## src/rtl/inst_fetch_pkg.sv

```systemverilog
// Shared constants and payload types for the instruction fetch stage.
package inst_fetch_pkg;

  localparam logic [31:0] INST_NOP         = 32'h0000_0013;
  localparam logic [31:0] DEFAULT_RESET_PC = 32'h0000_0000;
  localparam logic [31:0] PC_STEP          = 32'd4;

  typedef struct packed {
    logic [31:0] inst;
    logic [31:0] pc;
  } fetch_entry_t;

  function automatic logic [31:0] align_pc(input logic [31:0] pc);
    return pc & ~32'h0000_0003;
  endfunction

endpackage

```

## src/rtl/inst_fetch_sync_fifo.sv

```systemverilog
// Synchronous FIFO with flush; push and pop may coincide at any occupancy.
module sync_fifo #(
  parameter int unsigned WIDTH = 32,
  parameter int unsigned DEPTH = 2
) (
  input  logic                       clk,
  input  logic                       rst,
  input  logic                       flush_i,
  input  logic                       push_i,
  input  logic [WIDTH-1:0]           push_data_i,
  input  logic                       pop_i,
  output logic [WIDTH-1:0]           head_o,
  output logic [$clog2(DEPTH+1)-1:0] count_o
);

  localparam int unsigned AW = (DEPTH > 1) ? $clog2(DEPTH) : 1;
  localparam int unsigned CW = $clog2(DEPTH + 1);

  logic [WIDTH-1:0] mem_q [DEPTH];
  logic [AW-1:0]    rd_q;
  logic [AW-1:0]    wr_q;
  logic [CW-1:0]    cnt_q;
  logic             do_pop;
  logic             do_push;

  function automatic logic [AW-1:0] next_ptr(input logic [AW-1:0] p);
    return (p == AW'(DEPTH - 1)) ? '0 : p + AW'(1);
  endfunction

  // A pop frees the slot a same-cycle push needs when full.
  assign do_pop  = pop_i && (cnt_q != '0);
  assign do_push = push_i && ((cnt_q != CW'(DEPTH)) || do_pop);

  assign head_o  = mem_q[rd_q];
  assign count_o = cnt_q;

  always_ff @(posedge clk) begin
    if (rst) begin
      rd_q  <= '0;
      wr_q  <= '0;
      cnt_q <= '0;
      for (int i = 0; i < int'(DEPTH); i++) mem_q[i] <= '0;
    end else if (flush_i) begin
      rd_q  <= '0;
      wr_q  <= '0;
      cnt_q <= '0;
    end else begin
      if (do_push) begin
        mem_q[wr_q] <= push_data_i;
        wr_q        <= next_ptr(wr_q);
      end
      if (do_pop) rd_q <= next_ptr(rd_q);
      case ({do_push, do_pop})
        2'b10:   cnt_q <= cnt_q + CW'(1);
        2'b01:   cnt_q <= cnt_q - CW'(1);
        default: ;
      endcase
      assert (!(push_i && !do_push));
    end
  end

endmodule

```

## src/rtl/inst_fetch.sv

```systemverilog
// Fetch stage: issues PC requests under a credit limit, buffers returned words
// with their PCs for decode, and drops stale responses after a redirect.
module inst_fetch
  import inst_fetch_pkg::*;
#(
  parameter logic [31:0] RESET_PC        = DEFAULT_RESET_PC,
  parameter int unsigned FIFO_DEPTH      = 2,
  parameter int unsigned MAX_OUTSTANDING = 2
) (
  input  logic        clk,
  input  logic        rst,
  output logic        imem_req_valid,
  input  logic        imem_req_ready,
  output logic [31:0] imem_req_addr,
  input  logic        imem_rsp_valid,
  input  logic [31:0] imem_rsp_data,
  input  logic        redirect_valid,
  input  logic [31:0] redirect_pc,
  output logic        inst_valid,
  input  logic        inst_ready,
  output logic [31:0] inst,
  output logic [31:0] inst_pc
);

  localparam int unsigned CW  = $clog2(MAX_OUTSTANDING + 1);
  localparam int unsigned FCW = $clog2(FIFO_DEPTH + 1);
  localparam int unsigned EW  = $bits(fetch_entry_t);

  logic [31:0]   pc_q, pc_d;
  logic [CW-1:0] outst_q, outst_d;
  logic [CW-1:0] discard_q, discard_d;

  logic          req_fire;
  logic          rsp_keep;
  logic [31:0]   pcq_head;
  logic [CW-1:0] pcq_count;
  logic [FCW-1:0] buf_count;
  fetch_entry_t  buf_push_data;
  fetch_entry_t  buf_head;

  // Every live token (buffered, or owed and not discarded) holds a buffer slot.
  assign imem_req_valid = !rst && !redirect_valid
                          && ((32'(buf_count) + 32'(outst_q) - 32'(discard_q)) < FIFO_DEPTH)
                          && (32'(outst_q) < MAX_OUTSTANDING);
  assign imem_req_addr  = pc_q;
  assign req_fire       = imem_req_valid && imem_req_ready;
  assign rsp_keep       = imem_rsp_valid && !redirect_valid && (discard_q == '0);

  always_comb begin
    pc_d      = pc_q;
    outst_d   = outst_q;
    discard_d = discard_q;
    if (req_fire) pc_d = pc_q + PC_STEP;
    case ({req_fire, imem_rsp_valid})
      2'b10:   outst_d = outst_q + CW'(1);
      2'b01:   outst_d = outst_q - CW'(1);
      default: ;
    endcase
    if (imem_rsp_valid && (discard_q != '0)) discard_d = discard_q - CW'(1);
    // Redirect: every response still owed after this cycle gets dropped.
    if (redirect_valid) begin
      pc_d      = align_pc(redirect_pc);
      discard_d = imem_rsp_valid ? outst_q - CW'(1) : outst_q;
    end
  end

  always_ff @(posedge clk) begin
    if (rst) begin
      pc_q      <= RESET_PC;
      outst_q   <= '0;
      discard_q <= '0;
    end else begin
      pc_q      <= pc_d;
      outst_q   <= outst_d;
      discard_q <= discard_d;
    end
  end

  always_ff @(posedge clk) begin
    if (!rst && imem_rsp_valid) assert (pcq_count != '0);
    if (!rst) assert (pcq_count == outst_q);
  end

  sync_fifo #(
    .WIDTH (32),
    .DEPTH (MAX_OUTSTANDING)
  ) u_pc_queue (
    .clk         (clk),
    .rst         (rst),
    .flush_i     (1'b0),
    .push_i      (req_fire),
    .push_data_i (pc_q),
    .pop_i       (imem_rsp_valid),
    .head_o      (pcq_head),
    .count_o     (pcq_count)
  );

  assign buf_push_data = fetch_entry_t'{inst: imem_rsp_data, pc: pcq_head};

  sync_fifo #(
    .WIDTH (EW),
    .DEPTH (FIFO_DEPTH)
  ) u_inst_buf (
    .clk         (clk),
    .rst         (rst),
    .flush_i     (redirect_valid),
    .push_i      (rsp_keep),
    .push_data_i (buf_push_data),
    .pop_i       (inst_ready),
    .head_o      (buf_head),
    .count_o     (buf_count)
  );

  assign inst_valid = (buf_count != '0);
  assign inst       = buf_head.inst;
  assign inst_pc    = buf_head.pc;

endmodule
```

## config.mk

```make
export PLATFORM = sky130hd
export DESIGN_NAME = inst_fetch
export DESIGN_NICKNAME = d
export VERILOG_FILES = /design/src/rtl/inst_fetch_pkg.sv /design/src/rtl/inst_fetch_sync_fifo.sv /design/src/rtl/inst_fetch.sv
export SDC_FILE = /design/constraint.sdc
export NUM_CORES = 1
export LEC_CHECK = 0
export CORE_UTILIZATION = 54
export DETAILED_ROUTE_END_ITERATION = 8
export PLACE_DENSITY = 0.8
export RECOVER_POWER = 25
export SLEW_MARGIN = 20
export SYNTH_ARGS = -nofsm -noshare
export SYNTH_HDL_FRONTEND = slang
export SYNTH_SLANG_ARGS = --single-unit
export TNS_END_PERCENT = 20
```

## constraint.sdc

```tcl
create_clock -name clk -period 4.3 [get_ports clk]
set_input_delay 1.29 -clock clk [delete_from_list [all_inputs] [get_ports clk]]
set_output_delay 1.29 -clock clk [all_outputs]
set_load 0.03 [all_outputs]
```

==> summary.md <==
| Metric | Value |
|---|---|
| FFs w/ async S/R, synth | 0% |
| Reg2reg start | discard_q[1] |
| # setup viols final | 0 |
| Crit end category | output pin |
| Top cell type by total area after synthesis | edfxtp_1 |
| DIE HEIGHT | 142 µm |
| Vias per Instance | 5.60 |
| Met3 Wirelength | 1.69 mm |
| Warnings from Yosys | 0 |
| Placer Congestion | 0.887 |
| Post-synth EDFFs | 184 |
| Top cells by area, synth | edfxtp_1 (52%), dfxtp_1 (8.4%), and2_1 (6.9%) |
| WHS Path Cells | 2 |
| Top post-synthesis cells by count | edfxtp_1 (184), and2_1 (117), nor2_1 (84) |
| Max FO, Critical Path | 2 |
| Final Hold Viols | 0 |
| Register bit count reported by yosys | 228 |
| DR WL met2 | 11.1 mm |
| GRT Overall Usage | 22.3% |
| WL/cell | 17.4 µm |
| Leakage power | 4.68 nW |
| Register area share after synthesis | 60.8% |
| Dpl cell area | 12500 µm² |
| Fill cells | 1354 |
| RR Endpoint | imem_req_addr[8] |
| P_sw | 0.00125 W |
| Hold path start | u_pc_queue.rd_q |
| Reg area | 6410 µm² |
| Layout area overhead | 25.0% |
| Internal power | 0.00390 W |
| Clk_lat worst skew | 0.50 ns |
| Total power per unit cell area | 391 nW/µm² |
| Worst hold-check path type | reg2reg |
| Skew final | 0.0113 ns |
| Clk buf depth | 3 |
| Drt drc | 0 |
| CTS Buf Count | 24 |
| Slew Viols, Final | 0 |
| Mapped cell area | 10500 µm² |
| Synth top area share | 52.5% |
| Most frequent cell after synthesis | edfxtp_1 |
| Ys flop type | edfxtp_1 |
| Avg Cell Area, Syn | 12.3 µm² |
| Total length of routed wires | 22.5 mm |
| Maximum VDD drop | 0.000288 V |
| CP Launch Type | register |
| Final worst path period need | 4.19 ns |
| Vias | 7235 |
| HPWL Detailed | 15.2 mm |
| Global-route wire length before repair | 35.4 mm |
| IO Pins | 168 |
| Worst R2R Path Depth | 10 |
| First-pass DRT Iterations | 5 |
| Slew Limit Headroom | 18.5% |
| Period utilization | 97.4% |
| Multi-input gate area | 3820 µm² |
| Number of unique standard cell types used by synthesis | 62 |
| H-tree Lvls | 1 |
| # Max-Cap Violations | 0 |
| Setup TNS | 0 ns |
| Switching part of the total | 24.3% |
| GR Overflow Total | 0 |
| Port-buffer cells | 161 |
| Total Die Area | 20100 µm² |
| Ratio of cells with drive above 1 in the final layout | 13.9% |
| Clock power frac | 37.2% |
| FF-to-FF setup slack | 0.77 ns |
| Post CTS Setup Buffer Count | 0 |
| Tightest Pin Transition | 1.22 ns |
| Post-DRT Antenna Nets | 0 |
| Clock transition at path regs | 0.06 ns |
| Vias in the first global route | 7024 |
| WP data arrival | 2.90 ns |
| Fmax achieved | 239 MHz |
| Critical path type | reg2out |
| RSZ-0062 raised after global routing | no |
| Design Area, Final | 13200 µm² |
| Clock Sinks | 228 |
| DR iter-0 viols | 493 |
| Core Footprint | 18900 µm² |
| CTS Root Cell | clkbuf_16 |
| Reg power frac | 50.0% |
| Top Layer Used | met4 |
| Largest net degree at the start of global routing | 63 |
| Initial Util | 55.7% |
| Mapped Cells | 859 |
| Wl on met1 | 9.45 mm |
| Row cnt | 50 |
| Req. time, crit path | 3.01 ns |
| Initial antenna violation count | 0 |
| CTS tree | yes |
| Status | finished clean |
| Antenna cells | 0 |
| Hold worst-path end | u_pc_queue.rd_q |
| Final layout net count | 1092 |
| Combinational share of power | 12.8% |
| Die width | 142 µm |
-- stage by stage --
step	std cells	worst slack, ns	util (%)	hold slack (ns)	total power (W)
after floorplan	862	0.517	-	0.472	0.00300
after global placement	1249	0.561	66.0	0.483	0.00327
after detailed placement	1249	0.534	66.0	0.497	0.00329
after CTS	1293	0.00381	70.0	0.517	0.00518
after global routing	1293	0.0156	69.7	0.545	0.00533
final	1293	0.113	69.7	0.520	0.00515
-- cells in the final DEF (no fill, tap or decap), types with 7 or more instances in the layout --
master	instances
nand2b_1	7
and2_1	115
or2_2	7
buf_4	17
nor4_1	18
xnor2_1	10
nor2_1	84
dfxtp_1	40
inv_1	18
a31oi_1	13
a22oi_1	11
clkbuf_1	10
clkdlybuf4s50_1	135
nand3_1	13
a211oi_1	7
o21ai_0	7
nand2_1	39
clkbuf_16	25
a21oi_1	20
nor3_1	9
mux2_2	62
mux2i_1	31
edfxtp_1	184
nand4_1	15
dlygate4sd3_1	23
-- flip-flops by register name, summed over array words and instances (netlist names), named ones only --
| signal | cells |
|---|---|
| outst_q | 2 |
| imem_req_addr | 30 |
| u_pc_queue.count_o | 2 |
| u_pc_queue.rd_q | 1 |
| u_inst_buf.count_o | 2 |
| discard_q | 2 |
| u_inst_buf.rd_q | 1 |
| u_inst_buf.wr_q | 1 |
| u_inst_buf.mem_q | 124 |
| u_pc_queue.mem_q | 60 |
| u_pc_queue.wr_q | 1 |
-- area by class of cell --
type                    count  area share [%]
multi-input cells         557            29.0
clock inverters            11           0.428
flip-flops and latches    228            48.7
repair buffers            186            13.7
clock buffers              33            5.21
well taps                 260            2.47
inverters                  18           0.513
-- worst max-delay path, stage by stage (launching register included) --
cell      delay [ns]
dfxtp_1         0.34
inv_1           0.08
fa_2            0.49
fa_1            0.53
or4_4           0.45
a311oi_4        0.30
buf_4           0.21
-- logic make-up (layout without fill, tap and decap cells) --
family                   Yosys count  count (layout)  synth area share, %
flip-flops                       228             228                 60.8
AO/OA/AOI/OAI                     93              93                 6.64
AND/OR/NAND/NOR                  347             347                 17.9
adder cells (fa/ha/maj)            7               7                0.974
multiplexers                      93              93                 9.57
XOR/XNOR                          13              13                 1.08
buffers and inverters             77             248                 2.98
other                              1               4               0.0356
-- how the worst max path moves through the flow --
stage / startpoint / to / slack (ns) / cells past startpoint
2_1_floorplan: rst / u_inst_buf.mem_q[1][10] / 0.52 / 3
3_3_place_gp: rst / imem_req_valid / 0.56 / 4
3_5_place_dp: u_inst_buf.count_o[1] / imem_req_valid / 0.53 / 5
4_1_cts: outst_q[1] / imem_req_valid / 0.004 / 5
5_1_grt: discard_q[1] / imem_req_valid / 0.02 / 6
6_report: discard_q[1] / imem_req_valid / 0.11 / 6
-- power by group through the flow --
stage	Combinational (W)	Sequential (W)	Clock [W]
6_report	0.000660	0.00258	0.00192
2_1_floorplan	0.000381	0.00262	0
4_1_cts	0.000676	0.00257	0.00193
5_1_grt	0.000707	0.00259	0.00204
3_3_place_gp	0.000659	0.00261	0
3_5_place_dp	0.000672	0.00262	0
-- repair_timing --
item,in CTS,in global routing
endpoints found under the setup margin,1,1
resized for setup,1,3
hold endpoints to repair,0,0
hold buffers,0,0
gates cloned,0,0
-- metal layers --
metal / up-vias / global-route usage, %
li1: 3450 / -
met1: 3487 / 29.3
met2: 270 / 39.1
met3: 28 / 3.31
met4: 0 / 5.38
met5: - / 0
No activity file was read; power rests on OpenSTA's default activity.
